<file path="src/rtl/interrupt_sequencer.sv">
// interrupt_sequencer: edge-triggered interrupt entry (push PC/CCR, load vector) and RTI return (pop CCR/PC) sequencer
module interrupt_sequencer (
    input  logic       clk,
    input  logic       rst,
    input  logic       intr_in,
    input  logic       inst_boundary,
    input  logic       rti_exec,
    input  logic [7:0] pc_in,
    input  logic [3:0] flags_in,
    input  logic [7:0] mem_data,
    output logic       stall_fetch,
    output logic       flush,
    output logic       sp_en,
    output logic       sp_op,
    output logic       mem_read,
    output logic       mem_write,
    output logic       vec_sel,
    output logic [7:0] data_out,
    output logic       stack_pc,
    output logic       stack_flags,
    output logic       flags_restore,
    output logic [3:0] flags_rest_val,
    output logic       pc_load,
    output logic [7:0] pc_load_val,
    output logic       int_active
);
    typedef enum logic [2:0] {IDLE, PUSH_PC, PUSH_FL, VEC_RD, VEC_LD, POP_FL, POP_PC, RET_LD} state_t;
    state_t     state, state_n;
    logic       pend, intr_q, armed, intr_edge, accept;
    logic [7:0] save_pc;
    logic [3:0] save_fl;
    // armed masks the first sample after reset so a level held through reset is not an edge
    assign intr_edge = armed & intr_in & ~intr_q;
    assign accept    = (state == IDLE) & ~rti_exec & pend & inst_boundary & ~int_active;
    always_ff @(posedge clk or posedge rst) begin
        if (rst) state <= IDLE;
        else     state <= state_n;
    end
    always_ff @(posedge clk or posedge rst) begin
        if (rst) begin
            intr_q     <= 1'b0;
            armed      <= 1'b0;
            pend       <= 1'b0;
            save_pc    <= 8'h00;
            save_fl    <= 4'h0;
            int_active <= 1'b0;
        end else begin
            intr_q <= intr_in;
            armed  <= 1'b1;
            pend   <= intr_edge | (pend & ~accept);
            if (accept) begin
                save_pc <= pc_in;
                save_fl <= flags_in;
            end
            if (state == VEC_LD)      int_active <= 1'b1;
            else if (state == RET_LD) int_active <= 1'b0;
        end
    end
    always_comb begin
        state_n        = state;
        stall_fetch    = state != IDLE;
        flush          = 1'b0;
        sp_en          = 1'b0;
        sp_op          = 1'b0;
        mem_read       = 1'b0;
        mem_write      = 1'b0;
        vec_sel        = 1'b0;
        data_out       = 8'h00;
        stack_pc       = 1'b0;
        stack_flags    = 1'b0;
        flags_restore  = 1'b0;
        flags_rest_val = 4'h0;
        pc_load        = 1'b0;
        pc_load_val    = 8'h00;
        case (state)
            IDLE: state_n = rti_exec ? POP_FL : accept ? PUSH_PC : IDLE;
            PUSH_PC: begin
                state_n   = PUSH_FL;
                flush     = 1'b1;
                sp_en     = 1'b1;
                mem_write = 1'b1;
                stack_pc  = 1'b1;
                data_out  = save_pc;
            end
            PUSH_FL: begin
                state_n     = VEC_RD;
                sp_en       = 1'b1;
                mem_write   = 1'b1;
                stack_flags = 1'b1;
                data_out    = {4'b0000, save_fl};
            end
            VEC_RD: begin
                state_n  = VEC_LD;
                mem_read = 1'b1;
                vec_sel  = 1'b1;
            end
            VEC_LD: begin
                state_n     = IDLE;
                pc_load     = 1'b1;
                pc_load_val = mem_data;
            end
            POP_FL: begin
                state_n     = POP_PC;
                flush       = 1'b1;
                sp_en       = 1'b1;
                sp_op       = 1'b1;
                mem_read    = 1'b1;
                stack_flags = 1'b1;
            end
            POP_PC: begin
                state_n        = RET_LD;
                flags_restore  = 1'b1;
                flags_rest_val = mem_data[3:0];
                sp_en          = 1'b1;
                sp_op          = 1'b1;
                mem_read       = 1'b1;
                stack_pc       = 1'b1;
            end
            RET_LD: begin
                state_n     = IDLE;
                pc_load     = 1'b1;
                pc_load_val = mem_data;
            end
            default: state_n = IDLE;
        endcase
    end
endmodule
</file>
<file path="config.mk">
export PLATFORM = sky130hd
export DESIGN_NAME = interrupt_sequencer
export DESIGN_NICKNAME = d
export VERILOG_FILES = /design/src/rtl/interrupt_sequencer.sv
export SDC_FILE = /design/constraint.sdc
export NUM_CORES = 1
export LEC_CHECK = 0
export CORE_ASPECT_RATIO = 0.8
export CORE_MARGIN = 2
export CORE_UTILIZATION = 38
export DETAILED_ROUTE_END_ITERATION = 8
export GPL_ROUTABILITY_DRIVEN = 0
export PLACE_DENSITY = 0.81
export SLEW_MARGIN = 20
export SYNTH_ARGS = -nofsm -noshare
export SYNTH_HDL_FRONTEND = slang
export SYNTH_SLANG_ARGS = --single-unit
</file>
<file path="constraint.sdc">
create_clock -name clk -period 1.68 [get_ports clk]
set_input_delay 0.168 -clock clk [delete_from_list [all_inputs] [get_ports clk]]
set_output_delay 0.168 -clock clk [all_outputs]
set_load 0.01 [all_outputs]
</file>
==> summary.md <==
| Metric | Value |
|---|---|
| Layout cells sized above 1 | `50.00%` |
| First-pass GRT wire length | `5368 um` |
| Sequential area share after synthesis | `between 40% and 50%` |
| Worst-Skew Late Latency | `290 ps` |
| Initial Util | `41.52%` |
| Crit-path max cell delay | `490 ps` |
| Status | `finished with violations` |
| Critical path capture point type | `primary output` |
| Iteration-0 DRC Markers | `32` |
| RSZ-0062 raised after global routing | `yes` |
| Most frequent cells in the layout | `clkdlybuf4s50_1, buf_2, dfrtp_1` |
| Initial DRT Pass Iterations | `4` |
| GRT Overall Usage | `between 20% and 30%` |
| Required @ worst endpoint | `1510 ps` |
| Nets | `202` |
| Crit-path cells | `xnor2_2 -> buf_4 -> buf_6 -> and3_4 -> buf_6` |
| Area added between synthesis and finish | `77.18%` |
| Initial antenna violation count | `0` |
| CP dominant cell by count | `buf_6` |
| Failing checks | `negative setup slack` |
| FMAX | `a little under 600 MHz` |
| Slowest cell on crit path | `dfrtp_2` |
| Clk buf depth | `2` |
| Sum of negative setup slack | `-212.2 ps` |
| Final Skew | `2.676 ps` |
| Clk sinks | `19` |
| # port buffers | `56` |
| Die Ht | `between 50 and 60 um` |
| I/O Pins | `57` |
| Clk slew on worst S/H paths | `between 100 and 150 ps` |
| Yosys warnings | `0` |
| Final worst-path cycle share | `103.3%` |
| Grt total ovfl | `0` |
| Mapped Area | `between 1000 and 1500 um^2` |
| Filler cells | `between 150 and 200` |
| Power Density | `between 1500 and 2000 nW/um^2` |
| Final wirelength | `3449 um` |
| LEAKAGE | `0.9676 nW` |
| Antenna-violating nets left | `0` |
| Vias in the first global route | `1146` |
| Largest net degree at the start of global routing | `21` |
| Placed Cells incl. Taps | `194` |
| Rows | `16` |
| CP Launch Type | `flop` |
| Final hold violation count | `0` |
| Commonest non-fill, non-tap cell in the layout | `clkdlybuf4s50_1` |
| Chip Width | `roughly 63 um` |
| Dpl hpwl | `2125 um` |
| Yosys cell types | `26` |
| CTS root buf | `clkbuf_4` |
| Setup ws final | `-55.17 ps` |
| Cells after synthesis | `98` |
| CTS H-tree depth | `1` |
| Fin crit period | `approximately 1700 ps` |
| CTS tree | `built` |
| Setup CP Type | `flop to primary output` |
| Die area | `around 3200 um^2` |
| Core box area | `2522 um^2` |
| Post-Layout Cell Count | `212` |
| Final Slew Violations | `0` |
| Drt wl/cell | `approximately 16 um` |
| Synthesized Nets | `123` |
| Setup Viol. Count Final | `6` |
| Routed vias/inst | `4.948` |
| DRC viols | `0` |
| Syn_area_per_cell | `10.69 um^2` |
| VDD IR max | `0.6653 mV` |
| Crit path DAT | `approximately 1600 ps` |
| #FFs+latches synth | `19` |
| CP Max Fanout | `6` |
| Pre-CTS WS | `-25.27 ps` |
| Ant diodes | `0` |
| TritonCTS Buffers | `3` |
| Max cap viols | `0` |
| CTS hold repair buffers | `0` |
| Min-delay worst type | `input pin to asynchronous set/reset pin` |
| DR vias | `around 1000` |
## kinds of logic (layout without fill, tap and decap cells)
group	after synthesis	in the layout	synth area share, %
simple gates	43	44	24.13
flops	19	19	45.40
mux	12	12	16.13
buf+inv	12	89	6.093
compound gates	8	8	5.377
xor+xnor	3	3	2.509
other cells	1	1	0.3581
## cell usage after synthesis
| cell | number | area, um^2 |
|---|---|---|
| a22oi_1 | 4 | 30.03 |
| o2bb2ai_1 | 1 | 8.760 |
| nand2_1 | 4 | 15.01 |
| nor3_1 | 3 | 15.01 |
| or2_1 | 1 | 6.260 |
| dfrtp_1 | 19 | 475.5 |
| buf_4 | 1 | 7.510 |
| and2_1 | 6 | 37.54 |
| buf_6 | 2 | 22.52 |
| xnor2_1 | 2 | 17.52 |
| and3_1 | 12 | 75.07 |
| inv_1 | 4 | 15.01 |
| and3b_1 | 1 | 8.760 |
| mux2_2 | 3 | 33.78 |
| nor2b_1 | 4 | 25.02 |
| o21ai_0 | 2 | 10.01 |
| conb_1 | 1 | 3.750 |
| xor2_1 | 1 | 8.760 |
| a21o_1 | 1 | 7.510 |
| nor4_4 | 1 | 21.27 |
| mux2_4 | 9 | 135.1 |
| nand2b_1 | 1 | 6.260 |
| clkbuf_1 | 5 | 18.77 |
| or3_1 | 1 | 6.260 |
| nor2_1 | 8 | 30.03 |
| nand2_2 | 1 | 6.260 |
## registers in the layout, summed over array words and instances, names as in the netlist
register    cells
save_pc         8
state           3
pend            1
int_active      1
save_fl         4
intr_q          1
armed           1
## worst max-delay path, delay by kind of cell, from the launching register on
| family | cells | cell delay, ps |
|---|---|---|
| xor+xnor | 1 | 240 |
| buf+inv | 3 | 380 |
| flops | 1 | 490 |
| simple gates | 1 | 170 |
## layout make-up
type | instances | area (um^2) | area share [%]
Timing Repair Buffer | 81 | 671.9 | 36.21
Multi-Input combinational cell | 68 | 615.6 | 33.18
Sequential cell | 19 | 479.2 | 25.83
Tap cell | 36 | 45.04 | 2.428
Clock buffer | 4 | 26.28 | 1.416
Inverter | 4 | 17.52 | 0.9440
## timing repair
item                                    CTS  global route
endpoints found under the setup margin   43            42
gates resized for setup                  93            62
pin swaps                                 3            12
setup buffers                            10             3
gates cloned                              2             0
## where the power goes
| part | internal (mW) | leakage [nW] | switching (mW) |
|---|---|---|---|
| sequential | 0.630 | 0.236 | 0.193 |
| clock | 0.0922 | 0.0150 | 0.136 |
| combinational | 1.21 | 0.717 | 1.02 |
| total | 1.94 | 0.968 | 1.35 |
## metrics by stage
stage | cell area [um^2] | power (mW) | hold slack [ps] | utilization (%)
floorplan | 1047 | 1.680 | 119.1 | -
CTS | 1793 | 3.006 | 180.6 | 71.08
finish | 1856 | 3.290 | 181.0 | 73.56
global route | 1856 | 3.478 | 231.3 | 73.56
detailed placement | 1694 | 2.635 | 411.4 | 67.16
global placement | 1694 | 2.566 | 401.6 | 67.16
## path summary, 6_finish.rpt
path | start | end | slack, ps | depth (start not counted)
min reg2reg | intr_q$_DFF_PP0_ | pend$_DFF_PP0_ | 440 | 1
max | state[0]$_DFF_PP0_ | pc_load_val[0] | -60 | 5
max in group asynchronous | rst | state[1]$_DFF_PP0_ | 1280 | 3
min in group clk | intr_in | intr_q$_DFF_PP0_ | 350 | 1
min | rst | save_pc[3]$_DFFE_PP0P_ | 180 | 3
max reg2reg | state[0]$_DFF_PP0_ | save_pc[5]$_DFFE_PP0P_ | 50 | 5
## per-layer routing
metal / wire (um) / track usage (%) / part of all wire (%) / vias to the layer above
met5: 0 / 0 / 0 / -
met2: 1768 / 38.89 / 51 / 34
met4: 47 / 8.148 / 1.4 / 0
li1: - / - / - / 484
met3: 132 / 3.965 / 3.8 / 6
met1: 1500 / 26.04 / 43 / 525
(Power assumes the default switching activity.)
==> RTL change 1 (config.mk and constraints unchanged) <==
The 8 states of `state_t` get a Gray code encoding in 3 bits.
--- a/src/rtl/interrupt_sequencer.sv
+++ b/src/rtl/interrupt_sequencer.sv
@@ -24,7 +24,7 @@
     output logic [7:0] pc_load_val,
     output logic       int_active
 );
-    typedef enum logic [2:0] {IDLE, PUSH_PC, PUSH_FL, VEC_RD, VEC_LD, POP_FL, POP_PC, RET_LD} state_t;
+    typedef enum logic [2:0] {IDLE = 3'b000, PUSH_PC = 3'b001, PUSH_FL = 3'b011, VEC_RD = 3'b010, VEC_LD = 3'b110, POP_FL = 3'b111, POP_PC = 3'b101, RET_LD = 3'b100} state_t;
     state_t     state, state_n;
     logic       pend, intr_q, armed, intr_edge, accept;
     logic [7:0] save_pc;
Formal check against the unedited RTL: same outputs for any inputs over 10 cycles, from zero or initial values and one cycle with rst high; not proved beyond that.
==> RTL change 1 against the unedited design <==
- area after synthesis down 6.0%
- largest power group unchanged
- clock power up 3%
- sequential share of layout area grew 0.94 points
- design area down 3.8%
- sequential cell count stayed put
- wire length down 13%
- the flow still finishes with violations (negative setup slack)
- final cell count down 5.2%
- via count decreased by 13%
- largest cell class unchanged
- first-iteration DRC count shrank 59%
- worst setup slack lost 0.066 ns
- non-clock buffer count down 5
- die area shrank 5.6%
- clock skew is 0.0040 ns higher
- total power down 14%
==> RTL change 1: results (changes against the unedited design) <==
| Metric | Value |
|---|---|
| Layout cells sized above 1 | 0.370 (was 0.500) |
| Maximum vdd drop | 0.996 mV (was 0.665 mV) |
| Met1 Usage GRT | 0.227 (was 0.260) |
| Setup Buffers After CTS | 8 (was 10) |
| DR iter-0 viols | 13 (was 32) |
| H-tree levels | 1 (unchanged) |
| Synth top area cells | dfrtp_1, mux2_1, and2_1, mux2i_1, nor2_1 (was dfrtp_1, mux2_4, and3_1, and2_1, mux2_2) |
| M2 GR Usage | 0.360 (was 0.389) |
| Wirelength per Cell | 15.0 um (was 16.3 um) |
| Vias in the first global route | 919 (was 1146) |
| Final setup vio count | 21 (was 6) |
| Worst endpoint data arrival time | 2.00 ns (was 1.57 ns) |
| Total routed wirelength | 3.01 mm (was 3.45 mm) |
| Worst skew pair latency | 0.31 ns (was 0.29 ns) |
| Mapped Nets | 116 (was 123) |
| Global Route met3 Usage | 0.0472 (was 0.0396) |
| Routed met3 length | 125 um (was 132 um) |
| DR WL met2 | 1.60 mm (was 1.77 mm) |
| CP max stage delay | 0.45 ns (was 0.49 ns) |
| Worst slack at placement | -0.0599 ns (was -0.0253 ns) |
| Status | finished with violations (unchanged) |
| Post-Route M1 WL | 1.14 mm (was 1.50 mm) |
| Largest net degree at the start of global routing | 20 (was 21) |
| Total track usage | 0.203 (was 0.216) |
| First-pass GRT wire length | 4.37 mm (was 5.37 mm) |
| Post-CTS Resized | 66 (was 93) |
| WHS | 0.257 ns (was 0.181 ns) |
| DPL Wire Length | 1.94 mm (was 2.13 mm) |
| Setup TNS | -1.44 ns (was -0.212 ns) |
| Vias per Instance | 4.55 (was 4.95) |
| CP top delay family | simple AND/OR/NAND/NOR gates (was flip-flops) |
| Ys Warns | 0 (unchanged) |
| Final #Nets | 191 (was 202) |
| Leak pwr | 0.934 nW (was 0.968 nW) |
| Final Skew | 0.00670 ns (was 0.00268 ns) |
| DP Area | 1620 um^2 (was 1690 um^2) |
| Cell variety after synth | 22 (was 26) |
| Worst Path Max Fanout | 6 (unchanged) |
| Mapped Cells | 91 (was 98) |
| Layout fillers | 158 (was 193) |
| Final worst slack | -0.121 ns (was -0.0552 ns) |
| Failing checks | negative setup slack (unchanged) |
| Register area share after synthesis | 0.483 (was 0.454) |
| Top cells by instance count after synthesis | dfrtp_1, and2_1, mux2_1 (was dfrtp_1, and3_1, mux2_4) |
==> RTL change 1: cell types whose count changed after synthesis, sizes merged, moves of 2 or more <==
cell,delta
nor3,-2
nor2b,-2
and2,+12
a22oi,-3
buf,+2
and3,-12
mux2i,+4
clkbuf,-4
==> RTL change 1: cell type report <==
cell class | count | area, um^2 | area share
timing repair buffer | 76 | 682 | 0.382
multi-input combinational | 61 | 534 | 0.299
sequential | 19 | 478 | 0.268
tap | 36 | 45.0 | 0.0252
clock buffer | 3 | 22.5 | 0.0126
inverter | 5 | 18.8 | 0.0105
clock inverter | 1 | 5.00 | 0.00280
==> RTL change 1: worst paths after layout <==
path / startpoint / cells after the start / end
min in group clk: intr_in / 1 / intr_q$_DFF_PP0_
max in group asynchronous: rst / 2 / state[2]$_DFF_PP0_
setup / recovery: state[2]$_DFF_PP0_ / 6 / save_pc[2]$_DFFE_PP0P_
setup reg to reg: state[2]$_DFF_PP0_ / 6 / save_pc[2]$_DFFE_PP0P_
hold / removal: rst / 2 / save_pc[4]$_DFFE_PP0P_
hold reg to reg: intr_q$_DFF_PP0_ / 1 / pend$_DFF_PP0_
==> RTL change 1: where the power goes <==
part	internal [mW]	switching, mW
Sequential	0.673	0.141
Clock	0.0892	0.146
Combinational	1.04	0.737
Total	1.80	1.02
==> RTL change 1: cells by family (layout without fill, tap and decap cells) <==
group | count (synthesis) | in the layout | synth area share
and+or+nand+nor | 39 | 39 | 0.235
DFF | 19 | 19 | 0.483
muxes | 17 | 17 | 0.189
buffers and inverters | 11 | 85 | 0.0610
AOI/OAI and AO/OA | 3 | 3 | 0.0191
other | 1 | 1 | 0.00381
xor gates and xnor gates | 1 | 1 | 0.00890
==> RTL change 2 (same flow settings) <==
Without the edit above. Register the output `flags_rest_val`, with the module's reset; this adds one clock of latency there. The other outputs are not delayed to match.
--- a/src/rtl/interrupt_sequencer.sv
+++ b/src/rtl/interrupt_sequencer.sv
@@ -25,6 +25,8 @@
     output logic       int_active
 );
     typedef enum logic [2:0] {IDLE, PUSH_PC, PUSH_FL, VEC_RD, VEC_LD, POP_FL, POP_PC, RET_LD} state_t;
+
+    logic [3:0] flags_rest_val_d;
     state_t     state, state_n;
     logic       pend, intr_q, armed, intr_edge, accept;
     logic [7:0] save_pc;
@@ -69,7 +71,7 @@
         stack_pc       = 1'b0;
         stack_flags    = 1'b0;
         flags_restore  = 1'b0;
-        flags_rest_val = 4'h0;
+        flags_rest_val_d = 4'h0;
         pc_load        = 1'b0;
         pc_load_val    = 8'h00;
         case (state)
@@ -110,7 +112,7 @@
             POP_PC: begin
                 state_n        = RET_LD;
                 flags_restore  = 1'b1;
-                flags_rest_val = mem_data[3:0];
+                flags_rest_val_d = mem_data[3:0];
                 sp_en          = 1'b1;
                 sp_op          = 1'b1;
                 mem_read       = 1'b1;
@@ -124,4 +126,12 @@
             default: state_n = IDLE;
         endcase
     end
+    always_ff @(posedge clk or posedge rst) begin
+        if (rst) begin
+            flags_rest_val <= '0;
+        end else begin
+            flags_rest_val <= flags_rest_val_d;
+        end
+    end
+
 endmodule
Function: changed (Yosys sat finds a counterexample within 4 cycles, from zero or initial values and one cycle with rst high).
==> RTL change 2 against the unedited design <==
- the flow still finishes with violations (negative setup slack)
- clock power up 51%
- via count down 3.5%
- wire length down 8.2%
- worst setup slack better by 0.028 ns
- design area up 5.1%
- total power up 2.7%
- critical path depth up 1
- area after synthesis up 8.1%
- die area up 7.5%
- first-iteration DRC count unchanged
- hold slack worse by 0.044 ns
- sequential cell count up 4
==> RTL change 2: results (changes against the unedited design) <==
| Metric | Value |
|---|---|
| Maximum vdd drop | 0.748 mV (was 0.665 mV) |
| Sequential share of cell area | 0.296 (was 0.258) |
| Placed cell count | 202 (was 194) |
| Reg2Reg Launch Point | state[1]$_DFF_PP0_ (was state[0]$_DFF_PP0_) |
| # clock sinks | 23 (was 19) |
| Setup Buffers After CTS | 9 (was 10) |
| Register bit total from synthesis | 23 (was 19) |
| Vias per Instance | 4.71 (was 4.95) |
| First-pass GRT wire length | 5.04 mm (was 5.37 mm) |
| Vias in the first global route | 1031 (was 1146) |
| Failing checks | negative setup slack (unchanged) |
| Final setup vio count | 12 (was 6) |
| Final worst slack | -0.0272 ns (was -0.0552 ns) |
| Worst slack at placement | -0.0788 ns (was -0.0253 ns) |
| Area growth from synthesis to layout | 72.3% (was 77.2%) |
| Layout cells sized above 1 | 0.435 (was 0.500) |
| Worst skew pair latency | 0.26 ns (was 0.29 ns) |
| Register share of total power | 0.272 (was 0.250) |
| Met1 Usage GRT | 0.244 (was 0.260) |
| Crit path kind | register to register (was register to primary output) |
| Multi-input logic area | 578 um^2 (was 616 um^2) |
| Status | finished with violations (unchanged) |
| Global Route met3 Usage | 0.0301 (was 0.0396) |
| M2 GR Usage | 0.347 (was 0.389) |
| Routed met3 length | 203 um (was 132 um) |
| Clk tree area frac | 0.0231 (was 0.0142) |
| Comb_multi_in | 67 (was 68) |
| Setup TNS | -0.234 ns (was -0.212 ns) |
| DP Area | 1820 um^2 (was 1690 um^2) |
| DPL Wire Length | 2.16 mm (was 2.13 mm) |
| Layout fillers | 221 (was 193) |
| Leak pwr | 1.02 nW (was 0.968 nW) |
| Signal buffers | 79 (was 81) |
| Total routed wirelength | 3.17 mm (was 3.45 mm) |
| P_seq | 0.919 mW (was 0.824 mW) |
| Post-synthesis mux area share | 0.149 (was 0.161) |
[RTL change 2: changes by cell type in the layout (fill, tap and decap cells not counted), sizes merged, moves of 4 or more]
cell	change
buf	-7
clkbuf	-4
clkdlybuf4s50	+4
dlygate4sd2	+6
dfrtp	+4
[RTL change 2: cell families (layout without fill, tap and decap cells)]
kind of cell,Yosys count,count (layout)
AO/OA/AOI/OAI,8,8
buffers and inverters,10,87
other,1,1
XOR/XNOR,2,2
multiplexers,12,12
flip-flops,23,23
AND/OR/NAND/NOR,44,44
[RTL change 2: final timing paths]
path	slack (ns)	cells past startpoint	end
worst max-delay path	-0.03	6	save_pc[2]$_DFFE_PP0P_
worst min-delay path	0.14	2	save_pc[7]$_DFFE_PP0P_
worst max register to register	-0.03	6	save_pc[2]$_DFFE_PP0P_
worst min register to register	0.42	1	pend$_DFF_PP0_
max in group asynchronous	1.01	3	state[0]$_DFF_PP0_
min in group clk	0.39	1	intr_q$_DFF_PP0_
